### config.mk
export PLATFORM = sky130hd
export DESIGN_NAME = dma_xfer_engine
export DESIGN_NICKNAME = d
export VERILOG_FILES = /design/src/rtl/dma_xfer_engine.sv
export SDC_FILE = /design/constraint.sdc
export NUM_CORES = 1
export LEC_CHECK = 0
export ABC_AREA = 1
export BUFFER_PORTS_ARGS = -buffer_cell sky130_fd_sc_hd__buf_2
export CORE_MARGIN = 4
export CORE_UTILIZATION = 50
export DETAILED_ROUTE_END_ITERATION = 10
export PLACE_DENSITY = 0.76
export RECOVER_POWER = 50
export SLEW_MARGIN = 20
export SYNTH_ARGS = -nofsm -noshare
export SYNTH_HDL_FRONTEND = slang
export SYNTH_SLANG_ARGS = --single-unit
### constraint.sdc
create_clock -name clk -period 2.37 [get_ports clk]
set_clock_uncertainty 0.2 [all_clocks]
set_input_delay 0.237 -clock clk [delete_from_list [all_inputs] [get_ports clk]]
set_output_delay 0.237 -clock clk [all_outputs]
set_load 0.01 [all_outputs]
### src/rtl/dma_xfer_engine.sv
// rtl/dma_xfer_engine.sv - memory-to-memory DMA transfer engine
//
// Purpose: copies xfer_cnt beats from src_addr to dst_addr over the DMA
// master port, one read beat followed by one write beat per element,
// optionally paced by the peripheral dma_req line.
//
// Ports:
//   clk, rstn                      clock, asynchronous active-low reset
//   start, abort                   launch pulse / terminate request
//   src_addr, dst_addr, xfer_cnt   programmed transfer descriptor
//   size, src_inc, dst_inc         beat size and address stepping
//   req_mode, dma_req              per-beat pacing enable / request
//   bus_req, bus_lock, bus_grant   master bus arbitration
//   addr_m, we_m, wd_m, byte_en    master bus command
//   rd_m                           master read data (one cycle after RD)
//   busy, done                     status back to the register block
module dma_xfer_engine #(
  parameter int CNT_W = 16
) (
  input  logic             clk,
  input  logic             rstn,
  input  logic             start,
  input  logic             abort,
  input  logic [31:0]      src_addr,
  input  logic [31:0]      dst_addr,
  input  logic [CNT_W-1:0] xfer_cnt,
  input  logic [1:0]       size,
  input  logic             src_inc,
  input  logic             dst_inc,
  input  logic             req_mode,
  input  logic             dma_req,
  output logic             bus_req,
  output logic             bus_lock,
  input  logic             bus_grant,
  output logic [31:0]      addr_m,
  output logic             we_m,
  output logic [31:0]      wd_m,
  output logic [3:0]       byte_en,
  input  logic [31:0]      rd_m,
  output logic             busy,
  output logic             done
);

  typedef enum logic [2:0] {
    S_IDLE, S_WAIT_REQ, S_REQ_BUS, S_RD, S_CAP, S_WR, S_DONE
  } state_e;

  state_e           state_q, state_d;
  logic [31:0]      src_q, dst_q, data_q, addr_hold_q;
  logic [CNT_W-1:0] cnt_q;
  logic [1:0]       size_q;
  logic             src_inc_q, dst_inc_q, req_mode_q;

  logic             launch;
  logic             beat_done;
  logic [31:0]      inc_amt;

  // Lanes touched by an element of the given size at the given address.
  function automatic logic [3:0] lane_mask(input logic [1:0] a, input logic [1:0] sz);
    case (sz)
      2'd0:    lane_mask = 4'b0001 << a;
      2'd1:    lane_mask = a[1] ? 4'b1100 : 4'b0011;
      default: lane_mask = 4'b1111;
    endcase
  endfunction

  // Pull the element out of its source lane and replicate it so that the
  // write side finds it on whatever lane the destination address selects.
  function automatic logic [31:0] realign(input logic [31:0] word, input logic [1:0] lane,
                                          input logic [1:0] sz);
    logic [7:0]  b;
    logic [15:0] h;
    b = word[{lane, 3'b000} +: 8];
    h = lane[1] ? word[31:16] : word[15:0];
    case (sz)
      2'd0:    realign = {4{b}};
      2'd1:    realign = {2{h}};
      default: realign = word;
    endcase
  endfunction

  assign launch    = (state_q == S_IDLE) && start && !abort;
  assign beat_done = (state_q == S_WR) && bus_grant;
  assign inc_amt   = (size_q == 2'd0) ? 32'd1 : (size_q == 2'd1) ? 32'd2 : 32'd4;

  // State register
  always_ff @(posedge clk or negedge rstn) begin
    if (!rstn) begin
      state_q <= S_IDLE;
    end else begin
      state_q <= state_d;
    end
  end

  // Next-state logic; abort overrides every other transition
  always_comb begin
    state_d = state_q;
    case (state_q)
      S_IDLE: begin
        if (start) begin
          if (xfer_cnt == '0)  state_d = S_DONE;
          else if (req_mode)   state_d = S_WAIT_REQ;
          else                 state_d = S_REQ_BUS;
        end
      end
      S_WAIT_REQ: if (dma_req)   state_d = S_REQ_BUS;
      S_REQ_BUS:  if (bus_grant) state_d = S_RD;
      S_RD:       if (bus_grant) state_d = S_CAP;
      S_CAP:                     state_d = S_WR;
      S_WR: begin
        if (bus_grant) begin
          if (cnt_q == CNT_W'(1)) state_d = S_DONE;
          else if (req_mode_q)    state_d = S_WAIT_REQ;
          else                    state_d = S_REQ_BUS;
        end
      end
      S_DONE:  state_d = S_IDLE;
      default: state_d = S_IDLE;
    endcase
    if (abort) state_d = S_IDLE;
  end

  // Output logic
  always_comb begin
    bus_req  = 1'b0;
    bus_lock = 1'b0;
    we_m     = 1'b0;
    busy     = 1'b1;
    done     = 1'b0;
    addr_m   = addr_hold_q;
    byte_en  = 4'b0000;
    case (state_q)
      S_IDLE:     busy = 1'b0;
      S_WAIT_REQ: busy = 1'b1;
      S_REQ_BUS:  bus_req = 1'b1;
      S_RD: begin
        bus_req  = 1'b1;
        bus_lock = 1'b1;
        addr_m   = src_q;
        byte_en  = lane_mask(src_q[1:0], size_q);
      end
      S_CAP: begin
        bus_req  = 1'b1;
        bus_lock = 1'b1;
      end
      S_WR: begin
        bus_req  = 1'b1;
        bus_lock = 1'b1;
        addr_m   = dst_q;
        byte_en  = lane_mask(dst_q[1:0], size_q);
        // A stalled write keeps its address and lanes but must not strobe.
        we_m     = bus_grant;
      end
      S_DONE: begin
        busy = 1'b0;
        done = 1'b1;
      end
      default: busy = 1'b0;
    endcase
  end

  assign wd_m = data_q;

  // Descriptor latches, beat counter and data path
  always_ff @(posedge clk or negedge rstn) begin
    if (!rstn) begin
      src_q       <= '0;
      dst_q       <= '0;
      cnt_q       <= '0;
      size_q      <= '0;
      src_inc_q   <= 1'b0;
      dst_inc_q   <= 1'b0;
      req_mode_q  <= 1'b0;
      data_q      <= '0;
      addr_hold_q <= '0;
    end else begin
      if (launch) begin
        src_q      <= src_addr;
        dst_q      <= dst_addr;
        cnt_q      <= xfer_cnt;
        size_q     <= size;
        src_inc_q  <= src_inc;
        dst_inc_q  <= dst_inc;
        req_mode_q <= req_mode;
      end
      if (state_q == S_CAP) begin
        data_q <= realign(rd_m, src_q[1:0], size_q);
      end
      if (state_q == S_RD) addr_hold_q <= src_q;
      if (state_q == S_WR) addr_hold_q <= dst_q;
      if (beat_done) begin
        cnt_q <= cnt_q - CNT_W'(1);
        if (src_inc_q) src_q <= src_q + inc_amt;
        if (dst_inc_q) dst_q <= dst_q + inc_amt;
      end
    end
  end

endmodule

### After elaboration in Yosys (flattened, before gate mapping)

Cells that the tools add are included.

* input bits: 123
* output and inout port bits: 73
* logic and storage cells: 78
* bits in registers: 152

* shifts and indexed selects: 3
* add/sub/neg operators: 3
* eq/ne operators: 13
* muxes and demuxes: 36
* reduce and logical (&&, ||, !) cells: 13

Operator list (count)
* $mux W32: 8
* $pmux W32 S2: 2
* $add A32 B3 Y32: 2
* $mux W16: 3
* $shiftx A32 B6 Y8: 1
* $mux W3: 10
* $pmux W4 S2: 3
* $pmux W3 S6: 1
* $eq A16 B1 Y1 const B: 1
* $logic_not A16 Y1: 1
* $sub A16 B1 Y16 const B: 1
* $ne A3 B3 Y1 const B: 5
* $eq A3 B3 Y1 const B: 3
* $mux W4: 2
* $shl A1 B2 Y4 const A: 2
* $eq A3 B2 Y1 const B: 2
* $mux W1: 5
* $reduce_and A5 Y1: 1
* $reduce_or A5 Y1: 1
* $mux W2: 2
* $reduce_bool A2 Y1: 2
* $reduce_or A4 Y1: 1
* $eq A3 B1 Y1 const B: 1
* $logic_and A1 B1 Y1: 3
* 5 further kinds: 5

### Depth between registers and ports, before layout

Gate-level depths: netlist of run 1.

* depth after elaboration: 6
* depth in mapped cells: 20
* gate-level depth less buffers: 17

### Least setup slack after synthesis of run 1

OpenSTA, ideal clock, no wires.

* path kind: reg2reg
* start point: reg size_q[1]
* end point: reg dst_q[14]
* clock period less this slack: 2517 ps
* library setup time: 124 ps
* path buffers: 3
* cell stages (with the launch flop): 21
* setup slack: -147 ps
* data arrival time: 2192 ps
* required time: 2046 ps
* cell sequence: dfrtp_1 -> buf_4 -> inv_2 -> buf_2 -> buf_1 -> nand2_1 -> nand2_1 -> nand2_1 -> inv_1 -> ha_1 -> inv_1 -> nand2_1 -> nand2_1 -> nand2_2 -> nand2_1 -> nor2_1 -> nand2_1 -> nand2_1 -> nand2_1 -> nor2_1 -> nor2_1

* word-level cells in the longest chain between the ends: 6
* elaborated cells on any way between the ends: 7
* those cells by class: add/sub (1); eq/ne (1); mux (4); reduce/logical (1)

RTL lines
* from (decl): line 51 `logic [1:0] size_q;`
* from (signal assigned): line 181 `size_q <= size;`
* $eq A2 B1 Y1: line 84 `assign inc_amt = (size_q == 2'd0) ? 32'd1 : (size_q == 2'd1) ? 32'd2 : 32'd4;`
* $mux W3: line 84
* $mux W3 *: line 84
* $add A32 B3 Y32 *: line 194 `if (dst_inc_q) dst_q <= dst_q + inc_amt;`
* $mux W32 *: line 194
* $mux W32 *: line 191 `if (beat_done) begin`
* to (signal assigned): line 179 `dst_q <= dst_addr;`
* to (signal assigned): line 194
* to (decl): line 49 `logic [31:0] src_q, dst_q, data_q, addr_hold_q;`

Every way passes the cells marked *; elsewhere a longest branch is shown, timed or not.
A chain may end at the register's enable or synchronous reset.

### Worst setup path after layout of run 1

* start point: reg state_q[1]
* end point: out addr_m[6]

* word-level cells in the longest chain between the ends: 2
* elaborated cells on any way between the ends: 3
* those cells by class: eq/ne (2); mux (1)

RTL lines
* from (decl): line 48 `state_e state_q, state_d;`
* from (signal assigned): line 91 `state_q <= state_d;`
* $eq A3 B3 Y1 / $eq A3 B2 Y1 (equally long branches): line 132 `case (state_q)`
* $pmux W32 S2 *: line 132
* to (decl): line 35 `output logic [31:0] addr_m,`

Marked as above.

==> results_tabular.tex, run 1 <==
\begin{tabular}{lr}
\hline
Metric & Value \\
\hline
\multicolumn{2}{l}{\textbf{Outcome}} \\
Run status & complete, no violations \\
\multicolumn{2}{l}{\textbf{Routing}} \\
Violation count after the first detailed-route iteration & between 1,000 and 1,500 \\
Pre-antenna DRT Iters & 8 \\
DR WL/cell & roughly 17 um \\
Via count & between 10,000 and 15,000 \\
Post-DRT Antenna Nets & 0 \\
Remaining routing DRC violations & 0 \\
Total wire length & roughly 34,000 um \\
Via/cell ratio & approximately 5.7 \\
\multicolumn{2}{l}{\textbf{Clock network}} \\
Longest Clk Path Bufs & 2 \\
Root buf cell & sky130\_fd\_sc\_hd\_\_clkbuf\_16 \\
CTS tree & yes \\
Clock Latency Late Sink & 430 ps \\
Total clock buffers created by CTS & 17 \\
Number of levels in the clock H-tree & 4 \\
Clock tree sinks & 152 \\
Clock transition at path regs & approximately 60 ps \\
\multicolumn{2}{l}{\textbf{Floorplan}} \\
Width of the die & around 150 um \\
Die height & between 100 and 150 um \\
I/O pin count & between 150 and 200 \\
Effective utilization at floorplan & between 50 and 60\% \\
Total number of placement rows & slightly above 50 \\
Placeable core region & 0.0195 mm\^{}2 \\
Die Area & around 0.022 mm\^{}2 \\
\multicolumn{2}{l}{\textbf{Yosys}} \\
Biggest area consumer among synthesized cells & sky130\_fd\_sc\_hd\_\_dfrtp\_1 \\
Mean instance size in the synthesized netlist & 6.98 um\^{}2 \\
Commonest register cell after synthesis & sky130\_fd\_sc\_hd\_\_dfrtp\_1 \\
Adder-Cell Fraction of Synth Area & 0.507\% \\
Largest cells by area after synthesis & sky130\_fd\_sc\_hd\_\_dfrtp\_1 (39\%), sky130\_fd\_sc\_hd\_\_nand2\_1 (14\%), sky130\_fd\_sc\_hd\_\_o21ai\_0 (6.1\%), sky130\_fd\_sc\_hd\_\_inv\_1 (5.8\%), sky130\_fd\_sc\_hd\_\_nor2\_1 (5.7\%) \\
Share of synthesized cell area in and, or, nand and nor gates & about 29\% \\
Number of enable flip-flop cells after synthesis & 0 \\
Ys Warns & 0 \\
Post-synthesis mux area share & 0\% \\
Yosys reg bits & 152 \\
Cell area after synthesis & roughly 0.0099 mm\^{}2 \\
Cell types with the highest counts after synthesis & sky130\_fd\_sc\_hd\_\_nand2\_1 (377), sky130\_fd\_sc\_hd\_\_dfrtp\_1 (152), sky130\_fd\_sc\_hd\_\_inv\_1 (152), sky130\_fd\_sc\_hd\_\_nor2\_1 (149), sky130\_fd\_sc\_hd\_\_o21ai\_0 (120) \\
Number of cells produced by synthesis & 1,414 \\
Dominant combinational cell family by area after synthesis & simple AND/OR/NAND/NOR gates \\
Portion of the post-synthesis area used by sequential elements & a little under 40\% \\
Fraction of registers with async set or reset after synthesis & between 90\% and 100\% \\
Area share of the leading cell type in the synthesized netlist & 38.5\% \\
Compound-Gate Fraction of Synth Area & between 20\% and 30\% \\
Post-synthesis net count & between 1,500 and 2,000 \\
Distinct cells, synth & 43 \\
Synth Area in XOR/XNOR & 0.266\% \\
Cell with the most instances after synthesis & sky130\_fd\_sc\_hd\_\_nand2\_1 \\
\multicolumn{2}{l}{\textbf{Timing}} \\
Highest clock rate & about 420 MHz \\
Period Utilization, post-route & between 90\% and 100\% \\
Worst hold slack & 11.5 ps \\
Worst Tran Pin Value & roughly 1400 ps \\
Pins over their slew limit & 0 \\
Headroom to the max-slew limit & 8.43\% \\
Final hold violation count & 0 \\
Unrepaired setup endpoints after global routing & yes \\
Number of setup violations in the final report & 0 \\
Fin worst setup slack & roughly 13 ps \\
Final sum of negative setup slack & 0 ps \\
Min Tclk post-route & 2360 ps \\
\multicolumn{2}{l}{\textbf{Power}} \\
Cell area power density & $\sim$1100 mW/mm\^{}2 \\
Maximum VDD drop & 0.000701 V \\
Static Leakage & 6.46 nW \\
Net switching share of the total power & between 40\% and 50\% \\
Cell internal power dissipation & between 7 and 8 mW \\
Share of power burned in combinational logic & between 50\% and 60\% \\
Part of the total power dissipated in sequential elements & 32.1\% \\
Design Power & roughly 15 mW \\
Clock network power share & between 15 and 20\% \\
Net switching component of the power & between 6 and 7 mW \\
\multicolumn{2}{l}{\textbf{Layout}} \\
Multi-input combinational cell area & between 0.005 and 0.006 mm\^{}2 \\
Area added between synthesis and finish & 35.2\% \\
Fraction of layout cells with a size suffix above 1 & between 15 and 20\% \\
Final non-filler cell area & around 0.013 mm\^{}2 \\
Number of nets in the layout & approximately 1,900 \\
Count of fill cells added during filler insertion & roughly 1,600 \\
Sequential cell area & between 0.003 and 0.004 mm\^{}2 \\
\multicolumn{2}{l}{\textbf{Setup path}} \\
Delay-heaviest family, CP & buffers and inverters \\
Endpoint type of the worst setup path & output pin \\
Count of buffer and inverter cells on the critical path & 4 \\
Maximum cell stage delay along the critical path & 400 ps \\
Critical path startpoint category & flip-flop \\
Launching instance or port of the critical path & state\_q[1] \\
Worst setup path category & flip-flop to output pin \\
Setup slack on the worst flop-to-flop path & about 90 ps \\
CP Cell Sequence & inv\_2, nand2\_4, nor2\_8, inv\_1, buf\_12, o221ai\_2, buf\_2 \\
Critical path data required time & approximately 1900 ps \\
Worst EP arrival & approximately 1900 ps \\
Number of cells traversed by the worst register-to-register path & 15 \\
Critical register-to-register path startpoint & size\_q[1] \\
Worst-path maximum fanout & 52 \\
End of the worst register-to-register path & src\_q[20] \\
Slowest stage cell, crit path & sky130\_fd\_sc\_hd\_\_dfrtp\_1 \\
\multicolumn{2}{l}{\textbf{GRT}} \\
Total congestion overflow & 0 \\
Initial antenna violation count & 0 \\
Largest net degree at the start of global routing & between 50 and 60 \\
Number of global-route vias before repair & roughly 10,000 \\
GRT Resource Usage Total & a little under a third \\
Wire length of the first global-routing pass & approximately 53,000 um \\
\multicolumn{2}{l}{\textbf{Placement}} \\
Placement Setup Slack & 126 ps \\
Port Buf Inserts & 195 \\
Post-place instance area & around 0.011 mm\^{}2 \\
Final RePlAce weighted congestion & $\sim$0.96 \\
Post-detailed-placement half-perimeter wirelength & 23,300 um \\
\multicolumn{2}{l}{\textbf{Min path}} \\
Worst Hold Depth & 5 \\
Path type of the worst min-delay path & input port to flip-flop \\
Worst Hold Path EP & dst\_q[17] \\
Min-Delay Startpoint & dst\_addr[17] \\
\multicolumn{2}{l}{\textbf{Job}} \\
Max-cap check violation count & 0 \\
\hline
\end{tabular}
## registers in the layout (all words and copies together) (netlist names)
register and count:
wd_m 32, req_mode_q 1, cnt_q 16, addr_hold_q 32, src_inc_q 1, src_q 32
dst_inc_q 1, state_q 3, dst_q 32, size_q 2
## cells in the final DEF (no fill, tap or decap), types with 3 or more instances in the layout
master	instances
sky130_fd_sc_hd__buf_12	10
sky130_fd_sc_hd__dfrtp_1	150
sky130_fd_sc_hd__nor4_1	3
sky130_fd_sc_hd__a22oi_1	8
sky130_fd_sc_hd__inv_2	6
sky130_fd_sc_hd__o22ai_1	16
sky130_fd_sc_hd__nor2_8	3
sky130_fd_sc_hd__a31oi_1	14
sky130_fd_sc_hd__xor2_1	3
sky130_fd_sc_hd__nand3_1	87
sky130_fd_sc_hd__buf_6	5
sky130_fd_sc_hd__o221ai_1	42
sky130_fd_sc_hd__clkbuf_1	27
sky130_fd_sc_hd__a211oi_1	21
sky130_fd_sc_hd__clkinv_2	6
sky130_fd_sc_hd__nand4_2	4
sky130_fd_sc_hd__buf_2	169
sky130_fd_sc_hd__clkbuf_2	3
sky130_fd_sc_hd__nand4_1	16
sky130_fd_sc_hd__ha_1	4
sky130_fd_sc_hd__nor2_1	146
sky130_fd_sc_hd__nor2_2	10
sky130_fd_sc_hd__nand2_4	5
sky130_fd_sc_hd__o221ai_4	4
sky130_fd_sc_hd__nand2_1	372
sky130_fd_sc_hd__nor3_1	17
sky130_fd_sc_hd__clkbuf_16	18
sky130_fd_sc_hd__dlygate4sd3_1	116
sky130_fd_sc_hd__nor2_4	4
sky130_fd_sc_hd__o221ai_2	12
sky130_fd_sc_hd__inv_1	150
sky130_fd_sc_hd__o21ai_1	7
sky130_fd_sc_hd__nand2_2	5
sky130_fd_sc_hd__o21ai_0	119
sky130_fd_sc_hd__buf_4	39
sky130_fd_sc_hd__a21oi_1	80
sky130_fd_sc_hd__o211ai_1	20
## repair_timing
| item | in CTS | in global routing |
|---|---|---|
| endpoints found under the setup margin | 32 | 51 |
| pin swaps | 4 | 7 |
| hold endpoints to repair | 234 | 0 |
| hold buffers | 116 | 0 |
| gates cloned | 2 | 1 |
| setup buffers | 7 | 10 |
| gates resized for setup | 20 | 28 |
## cell type report
cell class | count | area share [%]
inverter | 158 | 4.49
antenna | 1 | 0.0187
sequential | 152 | 28.5
clock inverter | 9 | 0.572
timing repair buffer | 367 | 20.4
tap | 265 | 2.48
multi-input combinational | 1039 | 40.1
clock buffer | 23 | 3.43
## stage by stage
step / util, % / instances
final: 68.6 / 2014
after CTS: 67.7 / 2003
after floorplan: - / 1414
after global placement: 57.9 / 1846
after global routing: 68.6 / 2013
after detailed placement: 57.9 / 1846
## how the worst max path moves through the flow
stage	end	depth (start not counted)
floorplan	dst_q[14]	20
global placement	dst_q[15]	9
detailed placement	dst_q[14]	15
CTS	addr_m[14]	9
global route	dst_q[30]	12
finish	addr_m[6]	7
## power by group through the flow
stage	clock (mW)	combinational, mW	sequential, mW
floorplan	0	4.51	4.58
global placement	0	6.60	4.71
detailed placement	0	6.74	4.73
CTS	2.57	7.12	4.70
global route	2.69	8.29	4.90
finish	2.55	7.51	4.75
## logic make-up (layout without fill, tap and decap cells)
family          count (synthesis)  count (layout)
compound gates                353             353
other cells                     0               1
xor+xnor                        3               3
buf+inv                       223             557
simple gates                  679             679
fa+ha+maj                       4               4
flops                         152             152
## worst min-delay path, delay by kind of cell
family	cells	cell delay (ps)
AOI/OAI and AO/OA	1	40
buffers and inverters	1	90
and+or+nand+nor	3	230
## metal layers
layer	routed length (um)	up-vias	share of wire, %	global-route usage [%]
li1	-	5447	-	-
met1	14200	5274	42	42.8
met2	15700	615	46	47.3
met3	2940	94	8.7	4.17
met4	999	0	2.9	9.98
met5	0	-	0	0
Note: power is estimated with default switching activity, not from simulation.
==> run 2: changes to the inputs <==
==> constraint.sdc (replaced) <==
create_clock -name clk -period 2.37 [get_ports clk]
set_clock_uncertainty 0.2 [all_clocks]
set_input_delay 0.237 -clock clk [delete_from_list [all_inputs] [get_ports clk]]
set_output_delay 0.237 -clock clk [all_outputs]
set_load 0.1 [all_outputs]
==> results_tabular.tex, run 2 (synthesized netlist as in run 1, its figures left out) <==
\begin{tabular}{lr}
\hline
Metric & Value \\
\hline
\multicolumn{2}{l}{\textbf{Clock network}} \\
Clock tree sinks & 152 (unchanged) \\
Root buf cell & sky130\_fd\_sc\_hd\_\_clkbuf\_16 \\
Total clock buffers created by CTS & 17 (unchanged) \\
Longest Clk Path Bufs & 2 (unchanged) \\
Number of levels in the clock H-tree & 4 (unchanged) \\
CTS tree & yes \\
Clock transition at path regs & 70 ps (about the same) \\
Clock Latency Late Sink & 430 ps (about the same) \\
\multicolumn{2}{l}{\textbf{GRT}} \\
Initial antenna violation count & 0 (unchanged) \\
GRT Resource Usage Total & 32.4\% (+2.4 points) \\
Largest net degree at the start of global routing & 65 (+23\%) \\
Total congestion overflow & 0 (unchanged) \\
Wire length of the first global-routing pass & 57,500 um (+7.8\%) \\
Number of global-route vias before repair & 11,200 (+7.2\%) \\
\multicolumn{2}{l}{\textbf{Routing}} \\
DR WL/cell & 18.2 um (+7.9\%) \\
Post-DRT Antenna Nets & 0 (unchanged) \\
Total wire length & 36,800 um (+8.4\%) \\
Remaining routing DRC violations & 0 (unchanged) \\
Via/cell ratio & 5.84 (+2.9\%) \\
Violation count after the first detailed-route iteration & 1,233 (-0.80\%) \\
Via count & 11,800 (+3.3\%) \\
Pre-antenna DRT Iters & 5 (-3) \\
\multicolumn{2}{l}{\textbf{Layout}} \\
Area added between synthesis and finish & 48.7\% \\
Fraction of layout cells with a size suffix above 1 & 23.3\% (+5.1 points) \\
Number of nets in the layout & 1,872 (+0.54\%) \\
Leading cell type in the layout, fill and taps excluded & sky130\_fd\_sc\_hd\_\_nand2\_1 \\
Leading cell types in the layout, fill and taps excluded & sky130\_fd\_sc\_hd\_\_nand2\_1 (346), sky130\_fd\_sc\_hd\_\_buf\_2 (155), sky130\_fd\_sc\_hd\_\_inv\_1 (147), sky130\_fd\_sc\_hd\_\_dfrtp\_1 (147), sky130\_fd\_sc\_hd\_\_nor2\_1 (146) \\
Post-route insts no fill & 2,023 (+0.45\%) \\
Diode insertion count for antenna repair & 0 (-1) \\
\multicolumn{2}{l}{\textbf{Setup path}} \\
Slowest stage cell, crit path & sky130\_fd\_sc\_hd\_\_dfrtp\_1 \\
Worst-path maximum fanout & 8 (-85\%) \\
Critical path data required time & 1930 ps (about the same) \\
Setup slack on the worst flop-to-flop path & 60 ps (-30 ps) \\
Number of cells traversed by the worst register-to-register path & 15 (unchanged) \\
Worst setup path category & flip-flop to output pin \\
Endpoint type of the worst setup path & output pin \\
CP Cell Sequence & inv\_4, nand2\_2, nor2\_4, clkinv\_4, buf\_2, o221ai\_4, buf\_12 \\
Maximum cell stage delay along the critical path & 420 ps (+20 ps) \\
End of the worst register-to-register path & dst\_q[14] \\
Delay-heaviest family, CP & buffers and inverters \\
Critical register-to-register path startpoint & size\_q[0] \\
Launching instance or port of the critical path & state\_q[2] \\
Worst setup path endpoint & addr\_m[6] \\
Critical path startpoint category & flip-flop \\
Cell count along the critical path & 7 (unchanged) \\
Count of buffer and inverter cells on the critical path & 4 (unchanged) \\
Worst EP arrival & 2060 ps (+140 ps) \\
\multicolumn{2}{l}{\textbf{Timing}} \\
Period Utilization, post-route & 105\% (+5.9 points) \\
Pins over their slew limit & 0 (unchanged) \\
Number of setup violations in the final report & 35 (+35) \\
Min Tclk post-route & 2500 ps (+139 ps) \\
Highest clock rate & 401 MHz (-5.6\%) \\
Worst hold slack & 20.3 ps (+8.81 ps) \\
Headroom to the max-slew limit & 8.25\% (-0.18 points) \\
Fin worst setup slack & -126 ps (-139 ps) \\
Worst Tran Pin Value & 1380 ps (+2.64 ps) \\
Unrepaired setup endpoints after global routing & yes \\
Final hold violation count & 0 (unchanged) \\
\multicolumn{2}{l}{\textbf{Outcome}} \\
Run status & finished with violations \\
Violated checks & setup timing \\
\multicolumn{2}{l}{\textbf{Placement}} \\
Port Buf Inserts & 195 (unchanged) \\
\# placed instances & 1,847 (+0.054\%) \\
Post-detailed-placement half-perimeter wirelength & 24,200 um (+3.8\%) \\
Final RePlAce weighted congestion & 0.904 (-5.7\%) \\
\multicolumn{2}{l}{\textbf{Floorplan}} \\
Die Area & 0.0221 mm\^{}2 (unchanged) \\
Width of the die & 149 um (unchanged) \\
I/O pin count & 196 (unchanged) \\
Effective utilization at floorplan & 50.7\% (unchanged) \\
Die height & 149 um (unchanged) \\
Total number of placement rows & 51 (unchanged) \\
Placeable core region & 0.0195 mm\^{}2 (unchanged) \\
\multicolumn{2}{l}{\textbf{Power}} \\
Maximum VDD drop & 0.000793 V (+13\%) \\
Design Power & 21.0 mW (+42\%) \\
Static Leakage & 6.84 nW (+5.9\%) \\
Cell area power density & 1430 mW/mm\^{}2 (+29\%) \\
\multicolumn{2}{l}{\textbf{Job}} \\
Max-cap check violation count & 0 (unchanged) \\
\multicolumn{2}{l}{\textbf{Min path}} \\
Path type of the worst min-delay path & input port to flip-flop \\
\hline
\end{tabular}
==> run 2: cell count changes in the layout (fill, tap and decap cells not counted), sizes merged <==
cell	change
inv	+3
diode	-1
buf	+31
clkbuf	-24
clkinvlp	-1
clkinv	-2
bufinv	+3
==> run 2: worst min-delay path by stage <==
stage	startpoint	end	depth (start not counted)
6_report	dst_addr[17]	dst_q[17]	5
5_1_grt	dst_addr[17]	dst_q[17]	5
4_1_cts	dst_addr[17]	dst_q[17]	5
3_5_place_dp	rstn	wd_m[20]	1
3_3_place_gp	rstn	wd_m[4]	1
2_1_floorplan	rstn	addr_hold_q[0]	0
==> run 2: worst register-to-register path, delay by kind of cell (launching register included) <==
| kind | cells | cell delay [ps] |
|---|---|---|
| flops | 1 | 460 |
| buf+inv | 2 | 130 |
| simple gates | 12 | 1210 |
| fa+ha+maj | 1 | 160 |
==> run 2: final cells by class <==
cell class	instances	area, um^2
clock buffers	20	467
flip-flops and latches	152	3810
fillers	1406	4780
multi-input cells	1039	5850
inverters	158	609
clock inverters	12	185
repair buffers	377	3430
well taps	265	332
==> run 2: where the power goes <==
part,switching [mW],internal (mW)
sequential,1.03,3.77
clock,1.22,1.87
combinational,9.28,3.85
total,11.5,9.49
==> run 2: what timing repair did <==
item                                   CTS  global route
buffers inserted                        10            14
endpoints found under the hold margin  173             0
cloned                                   2             2
pin swaps                                4            15
gates resized for setup                 53            47
hold buffers                           116             0
setup endpoints to repair               40            62
==> run 2: per-layer routing <==
layer	up-vias	routed length (um)	track usage (%)
li1	5467	-	-
met1	5518	14600	44.3
met2	678	17400	51.3
met3	146	3190	5.61
met4	0	1580	12.8
met5	-	0	0
==> run 2: per-stage QoR <==
step	TNS (ps)	cell area, um^2	setup WS, ps	utilization (%)
floorplan	-3870	10300	-603	-
global placement	0	12300	193	63.0
detailed placement	0	12300	133	63.0
CTS	-540	14400	-54.3	74.1
global route	-6520	14700	-169	75.4
finish	-2930	14700	-126	75.4
